<file path="config.mk">
export PLATFORM = sky130hd
export DESIGN_NAME = muldiv_sched_flat
export DESIGN_NICKNAME = d
export VERILOG_FILES = /design/src/rtl/muldiv_sched_if.sv /design/src/rtl/muldiv_sched.sv /design/src/flat_wrapper.sv
export SDC_FILE = /design/constraint.sdc
export NUM_CORES = 2
export LEC_CHECK = 0
export ABC_AREA = 1
export BUFFER_PORTS_ARGS = -buffer_cell sky130_fd_sc_hd__buf_2
export CAP_MARGIN = 10
export CORE_UTILIZATION = 40
export CTS_CLUSTER_SIZE = 28
export DETAILED_ROUTE_END_ITERATION = 16
export PLACE_DENSITY = 0.53
export SYNTH_ARGS = -nofsm -noshare
export SYNTH_HDL_FRONTEND = slang
export SYNTH_SLANG_ARGS = --single-unit
</file>
<file path="constraint.sdc">
create_clock -name clk -period 15.9 [get_ports clk]
set_input_delay 3.18 -clock clk [delete_from_list [all_inputs] [get_ports clk]]
set_output_delay 3.18 -clock clk [all_outputs]
set_load 0.01 [all_outputs]
</file>
<file path="src/rtl/muldiv_sched_if.sv">
// muldiv_sched_if: E-stage mult/div request, hazard stall and hilo_reg write bundle.
interface muldiv_sched_if;
  logic        start_i;
  logic [1:0]  op_i;
  logic [31:0] a_i;
  logic [31:0] b_i;
  logic        flush_i;
  logic        stall_o;
  logic        busy_o;
  logic        hilo_we_o;
  logic [31:0] hi_o;
  logic [31:0] lo_o;
  logic        div_zero_o;
  modport master (
    output start_i, op_i, a_i, b_i, flush_i,
    input  stall_o, busy_o, hilo_we_o, hi_o, lo_o, div_zero_o
  );
  modport slave (
    input  start_i, op_i, a_i, b_i, flush_i,
    output stall_o, busy_o, hilo_we_o, hi_o, lo_o, div_zero_o
  );
endinterface

</file>
<file path="src/rtl/muldiv_sched.sv">
// muldiv_sched: multi-cycle MULT/MULTU/DIV/DIVU scheduler writing hilo_reg.
// Optional MULDIV_EARLY_OUT_EN skips the divide loop when |divisor| > |dividend|.
module muldiv_sched #(
  parameter int MUL_STAGES = 2
) (
  input logic clk,
  input logic rst,
  muldiv_sched_if.slave bus
);
  typedef enum logic [1:0] {IDLE, MUL, DIV, DONE} state_t;
  state_t state, nextState;
  logic [4:0]  cnt;
  logic [31:0] aMag, bMag, rem, quot, inAMag, inBMag, remStep, quotStep;
  logic [63:0] prod, prodRes;
  logic [32:0] shifted, diff;
  logic        negQ, negR, accept, isMul, bZero, earlyOut;
  always_comb begin
    accept = bus.start_i & ~bus.flush_i;
    isMul = ~bus.op_i[1];
    inAMag = (~bus.op_i[0] & bus.a_i[31]) ? -bus.a_i : bus.a_i;
    inBMag = (~bus.op_i[0] & bus.b_i[31]) ? -bus.b_i : bus.b_i;
    bZero = bus.b_i == 32'd0;
`ifdef MULDIV_EARLY_OUT_EN
    earlyOut = inBMag > inAMag;
`else
    earlyOut = 1'b0;
`endif
    prod = 64'(aMag) * 64'(bMag);
    prodRes = negQ ? -prod : prod;
    shifted = {rem, quot[31]};
    diff = shifted - {1'b0, bMag};
    remStep = diff[32] ? shifted[31:0] : diff[31:0];
    quotStep = {quot[30:0], ~diff[32]};
  end
  always_comb begin
    nextState = state;
    case (state)
      IDLE:     if (accept) nextState = isMul ? MUL : (bZero | earlyOut) ? DONE : DIV;
      MUL, DIV: if (cnt == 5'd0) nextState = DONE;
      default:  nextState = IDLE;
    endcase
    if (bus.flush_i) nextState = IDLE;
  end
  assign bus.stall_o = (state == IDLE & accept) | state == MUL | state == DIV;
  always_ff @(posedge clk or negedge rst)
    if (!rst) state <= IDLE;
    else state <= nextState;
  always_ff @(posedge clk or negedge rst)
    if (!rst) begin
      cnt <= 5'd0;
      aMag <= 32'd0;
      bMag <= 32'd0;
      rem <= 32'd0;
      quot <= 32'd0;
      negQ <= 1'b0;
      negR <= 1'b0;
      bus.busy_o <= 1'b0;
      bus.hilo_we_o <= 1'b0;
      bus.div_zero_o <= 1'b0;
      bus.hi_o <= 32'd0;
      bus.lo_o <= 32'd0;
    end else begin
      bus.busy_o <= nextState != IDLE;
      bus.hilo_we_o <= nextState == DONE;
      bus.div_zero_o <= state == IDLE & accept & ~isMul & bZero;
      case (state)
        IDLE: if (accept) begin
          aMag <= inAMag;
          bMag <= inBMag;
          rem <= 32'd0;
          quot <= inAMag;
          negQ <= ~bus.op_i[0] & (bus.a_i[31] ^ bus.b_i[31]);
          negR <= ~bus.op_i[0] & bus.a_i[31];
          cnt <= isMul ? 5'(MUL_STAGES - 1) : 5'd31;
          if (~isMul & (bZero | earlyOut)) begin
            bus.hi_o <= bus.a_i;
            bus.lo_o <= bZero ? 32'hFFFF_FFFF : 32'd0;
          end
        end
        MUL: begin
          cnt <= cnt - 5'd1;
          if (cnt == 5'd0) begin
            bus.hi_o <= prodRes[63:32];
            bus.lo_o <= prodRes[31:0];
          end
        end
        DIV: begin
          cnt <= cnt - 5'd1;
          rem <= remStep;
          quot <= quotStep;
          if (cnt == 5'd0) begin
            bus.hi_o <= negR ? -remStep : remStep;
            bus.lo_o <= negQ ? -quotStep : quotStep;
          end
        end
        default: ;
      endcase
    end
endmodule

</file>
<file path="src/flat_wrapper.sv">
// flat-port wrapper written by rule: the top's interface ports become plain ports
module muldiv_sched_flat 
#(
  parameter int MUL_STAGES = 2
)
  (clk, rst, bus_start_i, bus_op_i, bus_a_i, bus_b_i, bus_flush_i, bus_stall_o, bus_busy_o, bus_hilo_we_o, bus_hi_o, bus_lo_o, bus_div_zero_o);
  muldiv_sched_if bus_i ();
  input logic clk;
  input logic rst;
  input wire logic [$bits(bus_i.start_i)-1:0] bus_start_i;
  input wire logic [$bits(bus_i.op_i)-1:0] bus_op_i;
  input wire logic [$bits(bus_i.a_i)-1:0] bus_a_i;
  input wire logic [$bits(bus_i.b_i)-1:0] bus_b_i;
  input wire logic [$bits(bus_i.flush_i)-1:0] bus_flush_i;
  output wire logic [$bits(bus_i.stall_o)-1:0] bus_stall_o;
  output wire logic [$bits(bus_i.busy_o)-1:0] bus_busy_o;
  output wire logic [$bits(bus_i.hilo_we_o)-1:0] bus_hilo_we_o;
  output wire logic [$bits(bus_i.hi_o)-1:0] bus_hi_o;
  output wire logic [$bits(bus_i.lo_o)-1:0] bus_lo_o;
  output wire logic [$bits(bus_i.div_zero_o)-1:0] bus_div_zero_o;
  assign bus_i.start_i = bus_start_i;
  assign bus_i.op_i = bus_op_i;
  assign bus_i.a_i = bus_a_i;
  assign bus_i.b_i = bus_b_i;
  assign bus_i.flush_i = bus_flush_i;
  assign bus_stall_o = bus_i.stall_o;
  assign bus_busy_o = bus_i.busy_o;
  assign bus_hilo_we_o = bus_i.hilo_we_o;
  assign bus_hi_o = bus_i.hi_o;
  assign bus_lo_o = bus_i.lo_o;
  assign bus_div_zero_o = bus_i.div_zero_o;
  muldiv_sched #(.MUL_STAGES(MUL_STAGES)) u_core (.clk(clk), .rst(rst), .bus(bus_i));
endmodule
</file>
# Yosys cells after proc, flatten, opt, wreduce, memory -nomap -nowiden
# Cells that the tools add are included.
[totals]
reg_bits = 204
input_bits = 70
out_inout_bits = 68
elab_cells = 84
[op_classes]
add_sub_neg = 7
n_mul = 1
eq_ne = 7
muxes = 30
bitwise_logic = 14
reduce_logical = 12
[ops]
columns = ["op", "n"]
rows = [
  ["32-bit two-way mux", 16],
  ["32-bit one-hot mux with 3 select lines", 2],
  ["32-bit negation", 4],
  ["32-bit one-hot mux with 2 select lines", 2],
  ["32-bit by 32-bit multiplier with 64-bit output", 1],
  ["64-bit two-way mux", 1],
  ["64-bit negation", 1],
  ["33-bit by 32-bit subtractor with 33-bit output", 1],
  ["32-bit zero test", 1],
  ["5-bit two-way mux", 2],
  ["5-bit one-hot mux with 2 select lines", 1],
  ["1-bit AND", 8],
  ["2-bit two-way mux", 4],
  ["2-bit by 1-bit inequality test with 1-bit output (second input constant)", 3],
  ["2-bit AND reduction", 3],
  ["2-bit nonzero test", 3],
  ["5-bit zero test", 1],
  ["5-bit AND reduction", 1],
  ["5-bit by 1-bit subtractor with 5-bit output (second input constant)", 1],
  ["2-bit == test (second input constant)", 2],
  ["2-bit one-hot mux with 2 select lines", 1],
  ["1-bit NOT", 3],
  ["3-bit nonzero test", 1],
  ["2-bit by 1-bit == test with 1-bit output (second input constant)", 1],
  ["other kinds (6)", 7],
]

# Logic depth before layout (Yosys ltp)
[logic_depth]
depth_word = 7
depth_mapped = 47
mapped_depth_nobuf = 45

# Worst setup path after synthesis
# Ideal clock, no wire load.
[synth_timing]
path_kind = "input port to output port"
start = "input bus_flush_i"
end = "output bus_stall_o"
arrival_ns = 4.184
required_ns = 12.720
path_slack_ns = 8.536
path_stages = 7
path_buffers = 2
cell_sequence = "inv_1 > nand2_1 > nor2_1 > clkinv_1 > clkbuf_1 > clkbuf_1 > nand3_1"
[synth_between]
elab_chain_len = 5
[synth_lines]
columns = ["element", "line_no", "source"]
rows = [
  ["start, declared", "flat_wrapper.sv:14", "input wire logic [$bits(bus_i.flush_i)-1:0] bus_flush_i;"],
  ["1-bit NOT", "muldiv_sched.sv:18", "accept = bus.start_i & ~bus.flush_i;"],
  ["1-bit AND", "muldiv_sched.sv:18", ""],
  ["1-bit AND", "muldiv_sched.sv:44", "assign bus.stall_o = (state == IDLE & accept) | state == MUL | state == DIV;"],
  ["1-bit OR (2 in series)", "muldiv_sched.sv:44", ""],
  ["end, declared", "flat_wrapper.sv:15", "output wire logic [$bits(bus_i.stall_o)-1:0] bus_stall_o;"],
]
# No other way between the ends.

# Worst setup path after layout
[layout_timing]
start = "register u_core.aMag[17]"
end = "register u_core.bus.hi_o[6]"
[layout_between]
elab_chain_len = 5
[layout_lines]
columns = ["element", "line_no", "source"]
rows = [
  ["start, declared", "muldiv_sched.sv:13", "logic [31:0] aMag, bMag, rem, quot, inAMag, inBMag, remStep, quotStep;"],
  ["start signal, assigned", "muldiv_sched.sv:68", "aMag <= inAMag;"],
  ["32-bit by 32-bit multiplier with 64-bit output (*)", "muldiv_sched.sv:28", "prod = 64'(aMag) * 64'(bMag);"],
  ["64-bit negation", "muldiv_sched.sv:29", "prodRes = negQ ? -prod : prod;"],
  ["64-bit two-way mux (*)", "muldiv_sched.sv:29", ""],
  ["32-bit two-way mux (*)", "muldiv_sched.sv:82", "if (cnt == 5'd0) begin"],
  ["32-bit one-hot mux with 3 select lines (*)", "muldiv_sched.sv:66", "case (state)"],
  ["end signal, assigned", "muldiv_sched.sv:76", "bus.hi_o <= bus.a_i;"],
  ["end signal, assigned", "muldiv_sched.sv:83", "bus.hi_o <= prodRes[63:32];"],
  ["end signal, assigned", "muldiv_sched.sv:92", "bus.hi_o <= negR ? -remStep : remStep;"],
  ["end, declared", "muldiv_sched_if.sv:20", "output stall_o, busy_o, hilo_we_o, hi_o, lo_o, div_zero_o"],
]
# Every way passes the cells marked *; elsewhere a longest branch is shown, timed or not. The select of a mux whose other input is x is not followed.
# A chain may end at the register's enable or synchronous reset.

==> flow_summary.json <==
{
  "avgSynthCellArea_sq_um": 6.87,
  "setup.worst_path.start": "u_core.aMag[17]$_DFFE_PN0P_",
  "setup_viol": 0,
  "antenna_found_initial": 8,
  "arrival_ns": 9.90,
  "die-area_sq_um": 135000,
  "nets": 8950,
  "ys_warn_count": 0,
  "outcome": "completed",
  "multi_input_area_sq_um": 39200,
  "numCtsBuffers": 28,
  "area_growth_pct": 5.67,
  "synth_edf_count": 0,
  "cts_tree": "done",
  "h-tree-depth": 1,
  "tightest_slew_ns": 1.19,
  "grt_max_degree": 86,
  "ctsHoldBuffers": 0,
  "path_clk_slew_ns": 0.08,
  "initial_core_util_pct": 40.5,
  "detail_route.iter0.violations": 3948,
  "r2r-start": "u_core.aMag[17]$_DFFE_PN0P_",
  "final_core_utilization_pct": 42.8,
  "end_kind": "flop",
  "synth_seq_area_share_pct": 9.56,
  "fillers": 14000,
  "synth_top_area_share_pct": 33.6,
  "grt-ovfl-total": 0,
  "fp.dieH_um": 367,
  "grt_use_total_pct": 28.1,
  "post_route_cells_drive_above_1_share_pct": 4.70,
  "cts-resized-gates": 0,
  "syn-num-nets": 9050,
  "syn_inst": 7778,
  "gp_congestion": 0.969,
  "synthFlopType": "dfrtp_1",
  "cp-start-kind": "flop",
  "rows": 133,
  "slew_viol_final": 0,
  "ys_seq_elements": 204,
  "drtPass1Iterations": 6,
  "grt_pass1_wl_um": 292000,
  "synth_cell_types": 58,
  "finalCritPeriodShare_pct": 59.0,
  "worstSkewPairLatency_ns": 0.63,
  "vias": 47700,
  "postSynth.asyncResetShare_pct": 100,
  "hold_class": "flop to flop",
  "hold_viol": 0,
  "drc": 0,
  "required_ns": 16.41,
  "syn-cell-area_sq_um": 53400,
  "ioPinCount": 138,
  "hold_slack_ns": 0.478,
  "slew_headroom_pct": 20.6,
  "period_minus_slack_ns": 9.39,
  "root_buffer": "clkbuf_16",
  "ant_nets": 0,
  "maxCapViolations": 0,
  "synth_area_leaders": "fa_1, nand2_1, inv_1",
  "ctsLongestPathBuffers": 3,
  "crit_fanout": 27,
  "cp_common_cell": "fa_1",
  "path_class": "flop to flop",
  "routed_wl_um": 188000,
  "rsz0062_at_grt": "no",
  "yosysTopAreaCell": "fa_1",
  "via_per_inst": 5.04,
  "cts_setup_buffers": 0,
  "numPortBuffers": 137,
  "fin_setup_tns_ns": 0,
  "regArea_sq_um": 5110,
  "die_w_um": 367,
  "max_freq_mhz": 107,
  "grt_pass1_vias": 48200,
  "reg2reg_slack_ns": 6.51,
  "skew_ns": 0.0469,
  "min_from": "u_core.bus.hi_o[13]$_DFFE_PN0P_",
  "cpMaxStageDelayCell": "o21ai_0",
  "fp.coreArea_sq_um": 132000,
  "clock-sinks": 204,
  "wl_per_cell_um": 19.9,
  "hpwlAfterDp_um": 152000,
  "max_stage_delay_ns": 0.61
}
[cell families after synthesis]
kind of cell | count (synthesis) | share of synthesized area, %
adders and majority gates | 1202 | 40.8
AOI/OAI and AO/OA | 543 | 5.75
DFF | 204 | 9.56
xor gates and xnor gates | 83 | 1.36
and+or+nand+nor | 3348 | 25.4
buffers and inverters | 2398 | 17.2
[routing by layer]
metal	part of all wire [%]	global-route usage, %	vias to the layer above
met5	0.0069	0	-
met4	2.6	6.72	2
met3	6.5	3.54	212
met2	45	44.8	1438
met1	46	40.3	23700
li1	-	-	22300
[through the flow]
step,setup slack (ns),cell area (sq um),std cells
3_3_place_gp,6.52,55500,9403
3_5_place_dp,6.57,55500,9403
6_report,6.51,56500,9457
2_1_floorplan,8.54,53400,7778
4_1_cts,6.48,56400,9454
5_1_grt,6.13,56400,9454
[area by class of cell]
| cell class | count | share of cell area [%] |
|---|---|---|
| clock buffers | 37 | 1.39 |
| repair buffers | 224 | 2.39 |
| flip-flops and latches | 204 | 9.04 |
| clock inverters | 14 | 0.253 |
| well taps | 1755 | 3.89 |
| multi-input cells | 5176 | 69.4 |
| inverters | 2044 | 13.6 |
| diodes | 3 | 0.0133 |
[registers in the layout, indices dropped and copies added (netlist names)]
register,count
u_core.aMag,32
u_core.bMag,32
u_core.bus.hi_o,32
u_core.bus.lo_o,32
u_core.quot,32
u_core.rem,32
u_core.cnt,5
u_core.state,2
u_core.bus.busy_o,1
u_core.bus.div_zero_o,1
u_core.bus.hilo_we_o,1
u_core.negQ,1
u_core.negR,1
[cells in the final DEF (no fill, tap or decap), types with 6 or more instances in the layout]
cell / n
nand3_2: 6
o21bai_1: 12
o21ai_1: 11
clkinv_2: 7
buf_4: 87
nor4_1: 7
o22ai_1: 35
o211ai_1: 14
a21oi_1: 193
nand3_1: 313
ha_1: 303
clkbuf_16: 28
xnor2_1: 24
nor2_2: 14
buf_2: 136
inv_1: 2034
o21ai_0: 212
nand2_1: 2449
or2_2: 7
nand3b_1: 34
fa_1: 897
a2bb2oi_1: 31
nand2_2: 33
nand4_1: 45
xor2_1: 59
nor3_1: 59
dfrtp_1: 203
nor2_1: 359
[synth_stat cells (6+ instances only)]
| cell | count |
|---|---|
| nand2_1 | 2449 |
| inv_1 | 2034 |
| fa_1 | 897 |
| nor2_1 | 360 |
| nand3_1 | 314 |
| clkbuf_1 | 310 |
| ha_1 | 305 |
| o21ai_0 | 213 |
| dfrtp_1 | 204 |
| a21oi_1 | 193 |
| nor3_1 | 59 |
| xor2_1 | 59 |
| nand4_1 | 45 |
| o22ai_1 | 35 |
| nand3b_1 | 34 |
| nand2_2 | 33 |
| a2bb2oi_1 | 31 |
| xnor2_1 | 24 |
| buf_2 | 15 |
| o211ai_1 | 14 |
| nor2_2 | 13 |
| o21bai_1 | 12 |
| buf_1 | 11 |
| o21ai_1 | 11 |
| buf_6 | 8 |
| nor4_1 | 7 |
| or2_2 | 7 |
| a31oi_1 | 6 |
| clkbuf_8 | 6 |
[path summary, 6_finish.rpt]
check,to,cells past startpoint
setup / recovery,u_core.bus.hi_o[6]$_DFFE_PN0P_,32
hold / removal,u_core.bus.hi_o[13]$_DFFE_PN0P_,2
setup reg to reg,u_core.bus.hi_o[6]$_DFFE_PN0P_,32
hold reg to reg,u_core.bus.hi_o[13]$_DFFE_PN0P_,2
max in group asynchronous,u_core.aMag[6]$_DFFE_PN0P_,2
min in group asynchronous,u_core.cnt[2]$_DFFE_PN0P_,1
[worst max-delay path, delay by kind of cell (launching register included)]
family	cells	cell delay, ns
AOI/OAI and AO/OA	2	0.72
adders and majority gates	9	4.33
DFF	1	0.50
buffers and inverters	6	0.78
and+or+nand+nor	15	2.90
Power is left out: the tool's default activity adds up to more than one toggle a clock period on the data nets, which glitch-free logic cannot reach.
